### src/rtl/shift_wb_queue_if.sv
// Result handshake bundle between execute-stage result mux, queue and writeback.
// Latency: none, wires only.
// Backpressure: in_ready throttles the producer, out_ready throttles the queue.
interface shift_wb_queue_if #(
  parameter int DATA_W = 32
);
  // producer -> queue
  logic              in_valid;
  logic              in_ready;
  logic [DATA_W-1:0] in_result;
  logic [4:0]        in_rd;
  logic              in_we;
  // queue -> writeback
  logic              out_valid;
  logic              out_ready;
  logic [DATA_W-1:0] out_result;
  logic [4:0]        out_rd;
  logic              out_we;

  // Environment side: produces results and consumes the head.
  modport master (
    output in_valid, in_result, in_rd, in_we, out_ready,
    input  in_ready, out_valid, out_result, out_rd, out_we
  );

  // Queue side.
  modport slave (
    input  in_valid, in_result, in_rd, in_we, out_ready,
    output in_ready, out_valid, out_result, out_rd, out_we
  );
endinterface

### src/rtl/shift_wb_queue.sv
// In-order result queue between shifter/ALU result mux and register writeback; optional
// forwarding lookup built when SHIFT_WB_FWD_EN is defined. Latency: push at edge N shows at head in cycle N+1.
// Backpressure: in_ready = count != DEPTH from registered state only; head holds while out_ready is low.
module shift_wb_queue #(
  parameter int DATA_W = 32,
  parameter int DEPTH  = 2,
  parameter int PTR_W  = 1
) (
  input  logic              clk,
  input  logic              rst_n,
  input  logic              flush,
  shift_wb_queue_if.slave   bus,
  output logic [PTR_W:0]    count,
  input  logic [4:0]        fwd_rs,
  output logic              fwd_hit,
  output logic [DATA_W-1:0] fwd_data
);

  typedef struct packed {
    logic [DATA_W-1:0] result;
    logic [4:0]        rd;
    logic              we;
  } entry_t;

  localparam logic [PTR_W:0]   FULL    = (PTR_W+1)'(DEPTH);
  localparam logic [PTR_W:0]   CNT_ONE = (PTR_W+1)'(1);
  localparam logic [PTR_W-1:0] PTR_ONE = PTR_W'(1);

  entry_t           mem [DEPTH];
  logic [PTR_W-1:0] wr_ptr;
  logic [PTR_W-1:0] rd_ptr;
  logic [PTR_W:0]   count_q;
  logic             push;
  logic             pop;
  entry_t           head;
  entry_t           wr_entry;

  // Handshake qualifiers; ready depends only on registered occupancy, so a
  // full queue refuses a push even while it is popping.
  always_comb begin
    bus.in_ready  = (count_q != FULL);
    bus.out_valid = (count_q != '0);
    push          = bus.in_valid & bus.in_ready;
    pop           = bus.out_valid & bus.out_ready;
  end

  // Entry formed from the producer; a write to r0 is queued but marked non-writing.
  always_comb begin
    wr_entry.result = bus.in_result;
    wr_entry.rd     = bus.in_rd;
    wr_entry.we     = bus.in_we & (bus.in_rd != 5'd0);
  end

  // Entry storage is never reset or flushed; occupancy alone decides validity.
  always_ff @(posedge clk) begin
    if (push && !flush) begin
      mem[wr_ptr] <= wr_entry;
    end
  end

  // Pointers and occupancy; flush discards everything and wins over push/pop.
  always_ff @(posedge clk or negedge rst_n) begin
    if (!rst_n) begin
      wr_ptr  <= '0;
      rd_ptr  <= '0;
      count_q <= '0;
    end else if (flush) begin
      wr_ptr  <= '0;
      rd_ptr  <= '0;
      count_q <= '0;
    end else begin
      if (push) begin
        wr_ptr <= wr_ptr + PTR_ONE;
      end
      if (pop) begin
        rd_ptr <= rd_ptr + PTR_ONE;
      end
      if (push && !pop) begin
        count_q <= count_q + CNT_ONE;
      end else if (pop && !push) begin
        count_q <= count_q - CNT_ONE;
      end
    end
  end

  // Head presentation; zeros when empty so stale storage never leaks out.
  always_comb begin
    head           = mem[rd_ptr];
    bus.out_result = '0;
    bus.out_rd     = '0;
    bus.out_we     = 1'b0;
    if (bus.out_valid) begin
      bus.out_result = head.result;
      bus.out_rd     = head.rd;
      bus.out_we     = head.we;
    end
  end

  assign count = count_q;

`ifdef SHIFT_WB_FWD_EN
  // Forwarding: walk valid entries oldest to youngest so the youngest match
  // is the last one to overwrite the result. In-flight pushes are not seen.
  always_comb begin
    logic [PTR_W-1:0] idx;
    idx      = '0;
    fwd_hit  = 1'b0;
    fwd_data = '0;
    if (fwd_rs != 5'd0) begin
      for (int i = 0; i < DEPTH; i++) begin
        idx = rd_ptr + PTR_W'(i);
        if (((PTR_W+1)'(i) < count_q) && mem[idx].we && (mem[idx].rd == fwd_rs)) begin
          fwd_hit  = 1'b1;
          fwd_data = mem[idx].result;
        end
      end
    end
  end
`else
  logic unused_fwd_rs;

  // Forwarding not built: lookup outputs are constant zero and fwd_rs is ignored.
  always_comb begin
    fwd_hit       = 1'b0;
    fwd_data      = '0;
    unused_fwd_rs = ^fwd_rs;
  end
`endif

endmodule

### src/flat_wrapper.sv
// flat-port wrapper written by rule: the top's interface ports become plain ports
module shift_wb_queue_flat 
#(
  parameter int DATA_W = 32,
  parameter int DEPTH  = 2,
  parameter int PTR_W  = 1
)
  (clk, rst_n, flush, count, fwd_rs, fwd_hit, fwd_data, bus_in_valid, bus_in_result, bus_in_rd, bus_in_we, bus_out_ready, bus_in_ready, bus_out_valid, bus_out_result, bus_out_rd, bus_out_we);
  shift_wb_queue_if #(.DATA_W(DATA_W)) bus_i ();
  input  logic clk;
  input  logic rst_n;
  input  logic flush;
  output logic [PTR_W:0] count;
  input  logic [4:0] fwd_rs;
  output logic fwd_hit;
  output logic [DATA_W-1:0] fwd_data;
  input wire logic [$bits(bus_i.in_valid)-1:0] bus_in_valid;
  input wire logic [$bits(bus_i.in_result)-1:0] bus_in_result;
  input wire logic [$bits(bus_i.in_rd)-1:0] bus_in_rd;
  input wire logic [$bits(bus_i.in_we)-1:0] bus_in_we;
  input wire logic [$bits(bus_i.out_ready)-1:0] bus_out_ready;
  output wire logic [$bits(bus_i.in_ready)-1:0] bus_in_ready;
  output wire logic [$bits(bus_i.out_valid)-1:0] bus_out_valid;
  output wire logic [$bits(bus_i.out_result)-1:0] bus_out_result;
  output wire logic [$bits(bus_i.out_rd)-1:0] bus_out_rd;
  output wire logic [$bits(bus_i.out_we)-1:0] bus_out_we;
  assign bus_i.in_valid = bus_in_valid;
  assign bus_i.in_result = bus_in_result;
  assign bus_i.in_rd = bus_in_rd;
  assign bus_i.in_we = bus_in_we;
  assign bus_i.out_ready = bus_out_ready;
  assign bus_in_ready = bus_i.in_ready;
  assign bus_out_valid = bus_i.out_valid;
  assign bus_out_result = bus_i.out_result;
  assign bus_out_rd = bus_i.out_rd;
  assign bus_out_we = bus_i.out_we;
  shift_wb_queue #(.DATA_W(DATA_W), .DEPTH(DEPTH), .PTR_W(PTR_W)) u_core (.clk(clk), .rst_n(rst_n), .flush(flush), .bus(bus_i), .count(count), .fwd_rs(fwd_rs), .fwd_hit(fwd_hit), .fwd_data(fwd_data));
endmodule
### config.mk
export PLATFORM = sky130hd
export DESIGN_NAME = shift_wb_queue_flat
export DESIGN_NICKNAME = d
export VERILOG_FILES = /design/src/rtl/shift_wb_queue_if.sv /design/src/rtl/shift_wb_queue.sv /design/src/flat_wrapper.sv
export SDC_FILE = /design/constraint.sdc
export NUM_CORES = 1
export LEC_CHECK = 0
export ABC_CLOCK_PERIOD_IN_PS = 4100
export CAP_MARGIN = 20
export CORE_UTILIZATION = 35
export CTS_BUF_LIST = sky130_fd_sc_hd__clkbuf_4 sky130_fd_sc_hd__clkbuf_8 sky130_fd_sc_hd__clkbuf_16
export CTS_CLUSTER_SIZE = 24
export DETAILED_ROUTE_END_ITERATION = 8
export PLACE_DENSITY = 0.8
export SYNTH_ARGS = -nofsm -noshare
export SYNTH_HDL_FRONTEND = slang
export SYNTH_SLANG_ARGS = --single-unit
### constraint.sdc
create_clock -name clk -period 4.1 [get_ports clk]
set_input_delay 0.82 -clock clk [delete_from_list [all_inputs] [get_ports clk]]
set_output_delay 0.82 -clock clk [all_outputs]
set_load 0.01 [all_outputs]
[After elaboration in Yosys (flattened, before gate mapping)]
Memory sizes are Yosys's and may differ from the RTL's.
Index checks and enable logic that the tools add are counted.
Storage, ports and cells
  memories kept: 1
  register bits: 4
  output and inout port bits: 75
  bits of input ports: 48
  RAM bits: 76
  logic and storage cells: 35
Memory list
  u_core.mem: depth 2, width 38, read ports 1, clocked after memory_dff 0, write ports 1, RTL line shift_wb_queue.sv:29  | entry_t mem [DEPTH];
Cells by class
  bitwise operators: 3
  eq/ne operators: 1
  muxes and demuxes: 12
  add/sub/neg operators: 4
  reduce and logical (&&, ||, !) cells: 11
Operators with widths (count)
  2-to-1 mux 32 bit: 1
  2-to-1 mux 1 bit: 7
  2-to-1 mux 2 bit: 3
  nonzero test 2 bit: 3
  2-to-1 mux 5 bit: 1
  nonzero test 5 bit: 1
  bitwise AND 1 bit: 3
  logical AND 1 bit: 3
  zero test 1 bit: 3
  nonzero test 3 bit: 1
  adder 1 bit, second input constant: 2
  adder 2 x 1 -> 2 bit, second input constant: 1
  inequality test 2 bit, second input constant: 1
  subtractor 2 x 1 -> 2 bit, second input constant: 1

[Logic depth before layout (Yosys ltp)]
  depth in word-level cells: 7
  depth in mapped cells: 5
  depth with buffers taken out: 4

[Worst setup path after synthesis]
Ideal clock, no wire load.
  path kind: input-to-reg
  start: in bus_in_valid
  end: mem u_core.mem[1][0] (netlist bit), enable pin
  path slack: -0.085 ns
  stages on the path: 2
  setup time: 0.488 ns
  required time: 3.612 ns
  path buffers: 0
  arrival: 3.697 ns
  path through: nand2_1 -> nor3b_1
On the way
  cells in the longest elaborated chain, start to end: 4
RTL lines
  start: declaration: RTL line flat_wrapper.sv:17  | input wire logic [$bits(bus_i.in_valid)-1:0] bus_in_valid;
  bitwise AND 1 bit: RTL line shift_wb_queue.sv:43  | push = bus.in_valid & bus.in_ready;
  logical AND 1 bit: RTL line shift_wb_queue.sv:56  | if (push && !flush) begin
  2-to-1 mux 1 bit: RTL line shift_wb_queue.sv:56
  2-to-1 mux 1 bit (not written as such): RTL line shift_wb_queue.sv:57  | mem[wr_ptr] <= wr_entry;
  end: declaration: RTL line shift_wb_queue.sv:29
No other way between the ends.

[Worst setup path in the final report]
  start: reg u_core.rd_ptr
  end: out bus_out_result[28]
On the way
  cells in the longest elaborated chain, start to end: 2
RTL lines
  start: declaration: RTL line shift_wb_queue.sv:31  | logic [PTR_W-1:0] rd_ptr;
  start signal: assignment: RTL line shift_wb_queue.sv:76  | rd_ptr <= rd_ptr + PTR_ONE;
  memory read (2 x 38 bit)
  2-to-1 mux 32 bit: RTL line shift_wb_queue.sv:92  | if (bus.out_valid) begin
  end: declaration: RTL line flat_wrapper.sv:24  | output wire logic [$bits(bus_i.out_result)-1:0] bus_out_result;
No other way between the ends.

==> reports/results.ini <==
[outcome]
run_status=finished clean

[placement]
dpl.hpwl_microns=4129
place_ws_ns=1.290
finalWeightedCongestion=0.7109
place_area_sq_um=4252
io_buffers=84
placed_cells=433

[setup_path]
cp-end-kind=output pin
arrival_ns=2.33
critical_path_class=register to output pin
slowest_stage=dfrtp_2
path_cells=buf_4, mux2i_1, nor2_1, clkdlybuf4s50_1
reg2reg_from=u_core.count[1]
cp-start-kind=register
crit_path_start=u_core.rd_ptr
crit_fanout=19
max_stage_delay_ns=0.74
cp.required_ns=3.28

[layout]
mostFrequentLayoutCells=clkdlybuf4s50_1 (84), edfxtp_1 (76), mux2i_1 (39), nor2_1 (39), conb_1 (33)
fin_util=0.4872
synthToLayoutAreaGrowth_pct=34.24
design_area_sq_um=4523
post_route_cells_drive_above_1_share=0.09063
n_antenna_cell=0
final_nets=363
final_cells=449
layout_commonest_cell=clkdlybuf4s50_1
nFillCells=814

[route]
wl_microns=6088
drc=0
drt-wirelength-per-cell_microns=13.56
final_antenna_net_count=0
drtIter0Drc=47
routed-wl-met3_microns=369
drtPass1Iterations=4
wirelength_met1_microns=2561
wl_met2_microns=3062
vias_per_cell=4.272
dr.max_layer_used=met4
via_count=1918

[sta]
fmax_mhz=317.8
rsz0062_at_grt=false
drv_slew=0
whs_ns=0.6198
tightest_slew_ns=0.8813
setup_viol_count_final=0
finalCritPeriodShare=0.7674
period_minus_slack_ns=3.146
hold_viol_final=0
relSlewSlack=0.4111
setup_slack_ns=0.9538
finalSetupTns_ns=0
clock-skew-final_ns=0.01221

[min_path]
hp-start=u_core.wr_ptr
hold_class=register to register

[power]
total_leakage_power_nw=1.567
irDropWorstVdd_mv=0.2891
power_density_nw_per_um2=433.1
p_total_mw=1.959

[yosys]
synth_edf_count=76
ys_seq_area_frac=0.7070
synth_cell_types=25
yosys_warnings=0
synthArstFlopShare=0.05000
synthFlopType=edfxtp_1
syn-cell-area_sq_um=3369
syn_area_per_cell_sq_um=15.04
ys_ff_latch=80
synth_cells=224

[floorplan]
die_x_microns=100.1
die_h_microns=100.1
initial_utilization=0.3629
io_pins=123
rows=35
die-area_sq_um=10020
core_area_sq_um=9284

[clocking]
cts_setup_buffers=0
root_buffer=clkbuf_8
clockBufferDepth=2
cts_made_buffers=9
cts_tree=done
clk_pin_slew_worst_paths_ns=0.09
clk_latency_ns=0.35
clock_sinks=80
ctsHoldBuffers=0
cts_resized=0
cts_max_level=3

[grt]
grt_use_total=0.1313
antenna_found_initial=0
grt_max_degree=40
grt_pass1_wl_microns=9791
overflow=0
grt_pass1_vias=1996

[job]
maxCapViolations=0

-- kinds of logic (layout without fill, tap and decap cells) --
| family | after synthesis | in the layout | share of synthesized area |
|---|---|---|---|
| AND/OR/NAND/NOR | 49 | 49 | 0.06238 |
| buffers and inverters | 45 | 109 | 0.09543 |
| multiplexers | 39 | 39 | 0.1159 |
| other | 1 | 33 | 0.001113 |
| XOR/XNOR | 1 | 1 | 0.002600 |
| AO/OA/AOI/OAI | 9 | 9 | 0.01560 |
| flip-flops | 80 | 80 | 0.7070 |
-- worst paths after layout --
path                                 endpoint  slack (ns)  cells past startpoint
hold reg to reg                 u_core.wr_ptr        0.62                      2
setup reg to reg            u_core.mem[1][37]        2.35                      5
setup / recovery           bus_out_result[28]        0.95                      4
max in group asynchronous       u_core.rd_ptr        3.25                      1
hold / removal                  u_core.wr_ptr        0.62                      2
min in group asynchronous     u_core.count[0]        0.67                      1
-- layout make-up --
class / instances / area, sq um / share of cell area
clock buffer: 10 / 131.4 / 0.02905
clock inverter: 6 / 140.1 / 0.03098
inverter: 3 / 11.26 / 0.002490
multi-input combinational: 131 / 809.5 / 0.1790
sequential: 80 / 2384 / 0.5270
tap: 129 / 161.4 / 0.03568
timing repair buffer: 90 / 885.9 / 0.1959
-- power by group --
part | internal, mW | leakage [nW] | switching, mW
Sequential | 0.927 | 0.749 | 0.0183
Clock | 0.478 | 0.136 | 0.291
Combinational | 0.130 | 0.682 | 0.114
-- flip-flops by register name (all words and copies together) (netlist names) --
signal and count:
u_core.count 2, u_core.wr_ptr 1, u_core.rd_ptr 1, u_core.mem 76
-- worst max-delay path, delay by kind of cell (launching register included) --
kind / cells / cell delay [ns]
simple gates: 1 / 0.07
flops: 1 / 0.74
mux: 1 / 0.24
buf+inv: 2 / 0.92
-- per-layer routing --
layer  global-route usage  vias to the layer above
met4              0.06689                        0
met1               0.1554                      906
li1                     -                      915
met5                    0                        -
met3              0.03552                       10
met2               0.2207                       87
-- Yosys cell counts (2+ instances only) --
cell	n	area, sq um
a21oi_1	4	20.02
buf_2	2	10.01
buf_4	36	270.3
buf_6	2	22.52
clkbuf_1	2	7.510
dfrtp_1	4	100.1
edfxtp_1	76	2282
inv_2	2	7.510
mux2i_1	39	390.4
nor2_1	40	150.1
nor3b_1	2	15.01
o21ai_0	2	10.01
Note: power is estimated with default switching activity, not from simulation.
